==> src/rtl/aes_link_pkg.sv <==
// Shared types and constants for the AES host-side pin link.
//   tx_state_t : transmit sequencer states
//   byte_idx_t : index of a byte within a 32-bit word (0 = MSB byte)
//   sel_byte   : MSB-first byte extraction
package aes_link_pkg;

  localparam int unsigned WORD_W  = 32;
  localparam int unsigned BYTE_W  = 8;
  localparam int unsigned GAP_W   = 4;   // holds GAP values 0..15
  localparam int unsigned TIMER_W = 16;  // holds RX_TIMEOUT values up to 65535

  localparam int unsigned DEF_GAP        = 1;
  localparam int unsigned DEF_RX_TIMEOUT = 255;

  typedef enum logic [1:0] {
    TX_IDLE = 2'd0,
    TX_SEND = 2'd1,
    TX_GAP  = 2'd2
  } tx_state_t;

  typedef logic [1:0] byte_idx_t;

  // Byte idx of a word, idx 0 being bits [31:24].
  function automatic logic [BYTE_W-1:0] sel_byte(input logic [WORD_W-1:0] w,
                                                 input byte_idx_t         idx);
    logic [BYTE_W-1:0] b;
    case (idx)
      2'd0:    b = w[31:24];
      2'd1:    b = w[23:16];
      2'd2:    b = w[15:8];
      default: b = w[7:0];
    endcase
    return b;
  endfunction

endpackage

==> src/rtl/aes_link_rx_deser.sv <==
// Receive deserializer: packs bytes strobed by sho into 32-bit words,
// first byte in [31:24]; drops a partial word after RX_TIMEOUT idle cycles.
//   clk, rst          : clock, synchronous active-high reset
//   chip_data, sho    : byte from the chip and its strobe
//   rx_word           : last completed word
//   rx_valid, rx_err  : one-cycle pulses for word completion / partial drop
module aes_link_rx_deser
  import aes_link_pkg::*;
#(
  parameter int unsigned RX_TIMEOUT = DEF_RX_TIMEOUT
) (
  input  logic              clk,
  input  logic              rst,
  input  logic [BYTE_W-1:0] chip_data,
  input  logic              sho,
  output logic [WORD_W-1:0] rx_word,
  output logic              rx_valid,
  output logic              rx_err
);

  logic [23:0]        acc;    // up to three earlier bytes of the current word
  byte_idx_t          count;  // bytes held in acc
  logic [TIMER_W-1:0] timer;  // cycles since the last sho, 1 in the cycle after it

  // Shift, complete, and time out partial words.
  always_ff @(posedge clk) begin
    if (rst) begin
      acc      <= '0;
      count    <= '0;
      timer    <= '0;
      rx_word  <= '0;
      rx_valid <= 1'b0;
      rx_err   <= 1'b0;
    end else begin
      rx_valid <= 1'b0;
      rx_err   <= 1'b0;
      if (sho) begin
        // A byte in the expiry cycle wins over the timeout.
        acc   <= {acc[15:0], chip_data};
        count <= count + 2'd1;
        if (count == 2'd3) begin
          rx_word  <= {acc, chip_data};
          rx_valid <= 1'b1;
          timer    <= '0;
        end else begin
          timer <= TIMER_W'(1);
        end
      end else if (count != 2'd0) begin
        if (timer == TIMER_W'(RX_TIMEOUT)) begin
          acc    <= '0;
          count  <= '0;
          timer  <= '0;
          rx_err <= 1'b1;
        end else begin
          timer <= timer + TIMER_W'(1);
        end
      end
    end
  end

endmodule

==> src/rtl/aes_host_link.sv <==
// Host-side link to the AES chip's byte-wide pin protocol.
// TX: serializes 32-bit words MSB byte first, one shi strobe per byte with
// GAP idle cycles after each byte. RX: deserializes chip_data/sho into words.
//   clk, rst                      : clock, synchronous active-high reset
//   tx_word, tx_valid, tx_ready   : word-level transmit handshake
//   tx_busy                       : transmit sequence in progress
//   user_data, shi                : byte and strobe to the chip
//   chip_data, sho                : byte and strobe from the chip
//   rx_word, rx_valid, rx_err     : received word, completion / drop pulses
module aes_host_link
  import aes_link_pkg::*;
#(
  parameter int unsigned GAP        = DEF_GAP,
  parameter int unsigned RX_TIMEOUT = DEF_RX_TIMEOUT
) (
  input  logic              clk,
  input  logic              rst,
  input  logic [WORD_W-1:0] tx_word,
  input  logic              tx_valid,
  output logic              tx_ready,
  output logic              tx_busy,
  output logic [BYTE_W-1:0] user_data,
  output logic              shi,
  input  logic [BYTE_W-1:0] chip_data,
  input  logic              sho,
  output logic [WORD_W-1:0] rx_word,
  output logic              rx_valid,
  output logic              rx_err
);

  tx_state_t          state;
  byte_idx_t          idx;
  logic [GAP_W-1:0]   gap_cnt;
  logic [WORD_W-1:0]  word;

  // Transmit sequencer; every output is set for the cycle it applies to.
  always_ff @(posedge clk) begin
    if (rst) begin
      state     <= TX_IDLE;
      idx       <= '0;
      gap_cnt   <= '0;
      word      <= '0;
      user_data <= '0;
      shi       <= 1'b0;
      tx_ready  <= 1'b1;
      tx_busy   <= 1'b0;
    end else begin
      shi <= 1'b0;
      case (state)
        TX_IDLE: begin
          if (tx_valid && tx_ready) begin
            word      <= tx_word;
            idx       <= '0;
            user_data <= sel_byte(tx_word, 2'd0);
            shi       <= 1'b1;
            tx_ready  <= 1'b0;
            tx_busy   <= 1'b1;
            state     <= TX_SEND;
          end
        end
        TX_SEND: begin
          if (GAP > 0) begin
            gap_cnt <= GAP_W'(GAP);
            state   <= TX_GAP;
          end else if (idx == 2'd3) begin
            tx_ready <= 1'b1;
            tx_busy  <= 1'b0;
            state    <= TX_IDLE;
          end else begin
            idx       <= idx + 2'd1;
            user_data <= sel_byte(word, idx + 2'd1);
            shi       <= 1'b1;
          end
        end
        TX_GAP: begin
          // user_data keeps the last byte through the gap.
          if (gap_cnt == GAP_W'(1)) begin
            if (idx == 2'd3) begin
              tx_ready <= 1'b1;
              tx_busy  <= 1'b0;
              state    <= TX_IDLE;
            end else begin
              idx       <= idx + 2'd1;
              user_data <= sel_byte(word, idx + 2'd1);
              shi       <= 1'b1;
              state     <= TX_SEND;
            end
          end else begin
            gap_cnt <= gap_cnt - GAP_W'(1);
          end
        end
        default: state <= TX_IDLE;
      endcase
    end
  end

  aes_link_rx_deser #(
    .RX_TIMEOUT (RX_TIMEOUT)
  ) u_rx_deser (
    .clk       (clk),
    .rst       (rst),
    .chip_data (chip_data),
    .sho       (sho),
    .rx_word   (rx_word),
    .rx_valid  (rx_valid),
    .rx_err    (rx_err)
  );

endmodule
==> config.mk <==
export PLATFORM = sky130hd
export DESIGN_NAME = aes_host_link
export DESIGN_NICKNAME = d
export VERILOG_FILES = /design/src/rtl/aes_link_pkg.sv /design/src/rtl/aes_link_rx_deser.sv /design/src/rtl/aes_host_link.sv
export SDC_FILE = /design/constraint.sdc
export NUM_CORES = 1
export LEC_CHECK = 0
export CAP_MARGIN = 20
export CORE_MARGIN = 1
export CORE_UTILIZATION = 45
export DETAILED_ROUTE_END_ITERATION = 8
export PLACE_DENSITY = 0.73
export RECOVER_POWER = 100
export SKIP_LAST_GASP = 1
export SLEW_MARGIN = 5
export SYNTH_ARGS = -nofsm -noshare
export SYNTH_HDL_FRONTEND = slang
export SYNTH_SLANG_ARGS = --single-unit
==> constraint.sdc <==
create_clock -name clk -period 2.01 [get_ports clk]
set_input_delay 0.402 -clock clk [delete_from_list [all_inputs] [get_ports clk]]
set_output_delay 0.402 -clock clk [all_outputs]
set_load 0.02 [all_outputs]
==> results.md <==
STA:
- The final-report max-slew violation count came to 0.
- The final worst clock skew is 10.2 ps.
- The number of hold violations in the final report is 0.
- Setup repair after global routing could not meet its margin everywhere.
- For this run, the top clock speed supported by timing is 504 MHz.
- The final critical path time including I/O delays and setup is 1980 ps.
- The accumulated negative setup slack is 0 ps.
- The worst hold margin is 312 ps.
- The worst max-slew margin expressed relative to the limit is 53.4%.
- Setup violations remaining at the end of the flow were counted as 0.
- The post-route clock period utilization is 98.6%.
- For the pin with the worst max-slew slack, the measured transition is 698 ps.

Global routing:
- The met1 routing resource usage after global routing is 27.8%.
- The number of global-route vias before repair is 4,096.
- The peak-usage layer in the global routing report is met2.
- The overflow left after global routing is 0.
- For this run, the total global-route usage over all layers was measured as 21.7%.
- The met2 capacity usage during global routing is 34.8%.
- The number of antenna violations at the first check in global routing is 0.
- The met3 capacity usage during global routing is 5.33%.
- Entering global routing, the biggest net connects 44 pins.
- The global-route wire length before repair is 19.8 mm.

Power and ir drop:
- The share of total power dissipated in combinational logic is 14.3%.
- The total power divided by cell area is 972 nW/µm².
- The internal portion of the total power is 0.00479 W.
- The maximum VDD drop is 0.000484 V.
- Summing internal, switching and leakage power gives 0.00659 W.
- The reported net switching power is 0.00180 W.
- Summed over all cells, the static leakage comes to 2.47 nW.
- The fraction of power consumed by the clock network is 43.2%.
- The register share of total power is 42.5%.
- The switching power share of the total is 27.3%.

Logic synthesis:
- The top-area cell type share of the netlist area is 50.5%.
- Each instance of the synthesized netlist takes up on average 8.69 µm².
- In the post-synthesis netlist, the biggest area contributors are sky130_fd_sc_hd__dfxtp_1, sky130_fd_sc_hd__nand2_1, sky130_fd_sc_hd__a21oi_1, sky130_fd_sc_hd__a22o_1, sky130_fd_sc_hd__o22ai_1.
- The share of the yosys chip area belonging to registers is 50.5%.
- In the synthesized netlist the async set-or-reset flop fraction comes to 0%.
- The post-synth design cell area is 5030 µm².
- The cell taking the most area after synthesis is sky130_fd_sc_hd__dfxtp_1.
- During synthesis, Yosys emitted a total of 0 warnings.
- The number of flip-flops and latches in the synthesized netlist is 127.
- Synthesis instantiated 42 different standard cells from the library.
- The synthesized instance count is 579.
- Among all flip-flop cells after synthesis, the most frequent one is sky130_fd_sc_hd__dfxtp_1.
- The number of nets handed over by synthesis was 633.
- The synthesized design contains 0 enable-type register cells.

Routing:
- The routed via count is 4,523.
- The via-per-instance ratio is 5.50.
- The final routed DRC violation total is 0.
- The per-cell routed wire length is 15.3 µm.
- The number of violations reported at the end of detailed-routing iteration 0 is 235.
- The total routed wirelength is 12.6 mm.
- In this run the remaining antenna-violating nets after routing total 0.
- The iteration count of the initial detailed-routing pass is 4.

Placed design:
- The wire-length estimate of the detail-placed layout is 8.13 mm.
- The final weighted congestion of routability-driven global placement is 0.803.
- The count of input and output buffers is 88.
- The total placed cells including tap cells is 785.

Floorplanning:
- The core outline area is 10,900 µm².
- The effective utilization at floorplan is 46.2%.
- From left edge to right edge, the die measures 108 µm.
- The vertical die dimension is 108 µm.
- The number of cell rows is 38.
- The die covers 11,600 µm².
- In this run the count of I/O pins placed on the die edge is 89.

Finish:
- The number of filler instances in the final layout is 891.
- The library cell used most frequently in the layout, excluding fill and tap cells, is sky130_fd_sc_hd__nand2_1.
- The library cells used most frequently in the layout, excluding fill and tap cells, are sky130_fd_sc_hd__nand2_1, sky130_fd_sc_hd__dfxtp_1, sky130_fd_sc_hd__clkdlybuf4s50_1, sky130_fd_sc_hd__a21oi_1, sky130_fd_sc_hd__a22o_1.
- The non-filler instance count after layout is 822.
- At the end of the flow, the number of nets in the layout was 723.
- The number of antenna diodes in the final layout is 0.
- The post-synthesis to final-layout area growth is 34.7%.
- The post-route netlist has 11.1% of its cells at a drive strength greater than 1.

Critical path:
- The worst register-to-register path ends at u_rx_deser.acc[10].
- The endpoint type of the worst setup path is a register.
- Walking the worst path, the cells encountered are or4_4, or4_4, o21bai_4, clkbuf_16, o22ai_1.
- The cell with the most instances on the worst path is sky130_fd_sc_hd__or4_4.
- The worst endpoint required time is 2400 ps.
- STA classifies the critical path startpoint as a register.
- In this run the critical register-to-register path is launched from u_rx_deser.timer[15].
- STA puts the critical path data arrival time at 2370 ps.
- In this run the worst path has a maximum fanout of 8.
- The largest stage delay on the critical path is 520 ps.
- For this design, the slowest cell found on the critical path is sky130_fd_sc_hd__or4_4.
- The cell count of the worst reg-to-reg path is 5.
- The critical path is of the reg -> reg type.
- The worst register-to-register path has a setup slack of 30 ps.

Hold path:
- The worst hold path belongs to the class in -> reg.
- The cell depth of the worst min-delay path is 2.
- The worst hold path begins at rst.
- The worst hold path terminates at u_rx_deser.timer[3].

Clock tree:
- After clock tree synthesis, the flow added hold-fix buffers numbering 0.
- TritonCTS built the clock tree.
- The total clock sinks is 127.
- The maximum number of buffers from clock root to sink is 2.
- For the worst-skew pair, the clock arrives at the later sink with an insertion delay of 510 ps.
- The H-tree was split into 4 levels.
- Clock-pin slew was measured on the worst setup and hold paths at 60 ps.
- Buffers inserted during clock tree synthesis total 17.
- The root buffer cell chosen for the clock tree is sky130_fd_sc_hd__clkbuf_8.

Flow run:
- Max-cap violations in this run came to 0.

Run status:
- The flow ran to the end, and the final reports show no timing, DRC or antenna violations.
==> registers in the layout, indices dropped and copies added (netlist names) <==
register	flops
word	32
gap_cnt	4
shi	1
u_rx_deser.count	2
user_data	8
tx_ready	1
u_rx_deser.rx_err	1
idx	2
state	2
tx_busy	1
u_rx_deser.timer	16
u_rx_deser.rx_word	32
u_rx_deser.acc	24
u_rx_deser.rx_valid	1
==> worst max-delay path: cells and delay by family, from the launching register on <==
kind,cells,cell delay [ps]
flops,1,320
compound gates,2,300
buf+inv,1,210
simple gates,2,1030
==> metrics by stage <==
stage          util [%]  setup slack, ps  area, µm²
2_1_floorplan         -             29.0       5030
3_3_place_gp       56.4             67.6       6140
3_5_place_dp       56.4             26.7       6140
4_1_cts            61.5             19.1       6700
5_1_grt            62.3            -38.5       6780
6_report           62.3             27.2       6780
==> cell type report <==
cell class / instances / area (µm²) / area share (%)
well taps: 140 / 175 / 2.58
clock inverters: 14 / 131 / 1.94
inverters: 10 / 37.5 / 0.554
clock buffers: 18 / 428 / 6.31
multi-input cells: 398 / 2320 / 34.2
flip-flops and latches: 127 / 2550 / 37.5
repair buffers: 115 / 1150 / 16.9
==> how the worst max path moves through the flow <==
| stage | end | slack, ps | depth (start not counted) | from |
|---|---|---|---|---|
| floorplan | u_rx_deser.acc[4] | 30 | 6 | u_rx_deser.timer[12] |
| global placement | u_rx_deser.acc[4] | 70 | 5 | u_rx_deser.timer[15] |
| detailed placement | u_rx_deser.timer[4] | 30 | 5 | u_rx_deser.timer[15] |
| CTS | u_rx_deser.acc[8] | 20 | 5 | u_rx_deser.timer[15] |
| global route | u_rx_deser.acc[1] | -40 | 5 | u_rx_deser.timer[15] |
| finish | u_rx_deser.acc[10] | 30 | 5 | u_rx_deser.timer[15] |
==> power by group through the flow <==
stage / Sequential, W / Clock, W / Combinational (W)
after global placement: 0.00284 / 0 / 0.000883
after global routing: 0.00282 / 0.00301 / 0.00103
after detailed placement: 0.00285 / 0 / 0.000901
after floorplan: 0.00288 / 0 / 0.000488
after CTS: 0.00279 / 0.00288 / 0.000906
final: 0.00280 / 0.00285 / 0.000943
==> metal layers <==
| metal | wire [µm] | vias up |
|---|---|---|
| li1 | - | 2221 |
| met1 | 5620 | 2147 |
| met2 | 6100 | 138 |
| met3 | 631 | 17 |
| met4 | 204 | 0 |
| met5 | 0 | - |
==> cell families (layout without fill, tap and decap cells) <==
logic type | Yosys count | count (layout) | share of synthesized area (%)
AO/OA/AOI/OAI | 167 | 167 | 22.0
AND/OR/NAND/NOR | 213 | 213 | 19.0
adder cells (fa/ha/maj) | 10 | 10 | 2.49
flip-flops | 127 | 127 | 50.5
XOR/XNOR | 8 | 8 | 1.39
buffers and inverters | 54 | 157 | 4.52
==> Yosys cell counts, types with 4 or more instances <==
cell and count:
sky130_fd_sc_hd__a21oi_1 62, sky130_fd_sc_hd__a22o_1 31, sky130_fd_sc_hd__dfxtp_1 127, sky130_fd_sc_hd__nor3_1 14, sky130_fd_sc_hd__nand3_1 10, sky130_fd_sc_hd__nand2b_1 5
sky130_fd_sc_hd__nand2_1 126, sky130_fd_sc_hd__xor2_1 5, sky130_fd_sc_hd__clkbuf_1 38, sky130_fd_sc_hd__nor2_1 19, sky130_fd_sc_hd__nor2b_1 12, sky130_fd_sc_hd__ha_1 10
sky130_fd_sc_hd__o22ai_1 25, sky130_fd_sc_hd__a22oi_1 8, sky130_fd_sc_hd__o21ai_0 5, sky130_fd_sc_hd__a211oi_1 17, sky130_fd_sc_hd__or3_1 6, sky130_fd_sc_hd__nand4_1 4
sky130_fd_sc_hd__a31oi_1 6, sky130_fd_sc_hd__inv_1 10
==> timing repair <==
item / in CTS / in global routing
resized for setup: 0 / 12
buffers inserted: 0 / 1
setup endpoints to repair: 0 / 38
(Power assumes the default switching activity.)
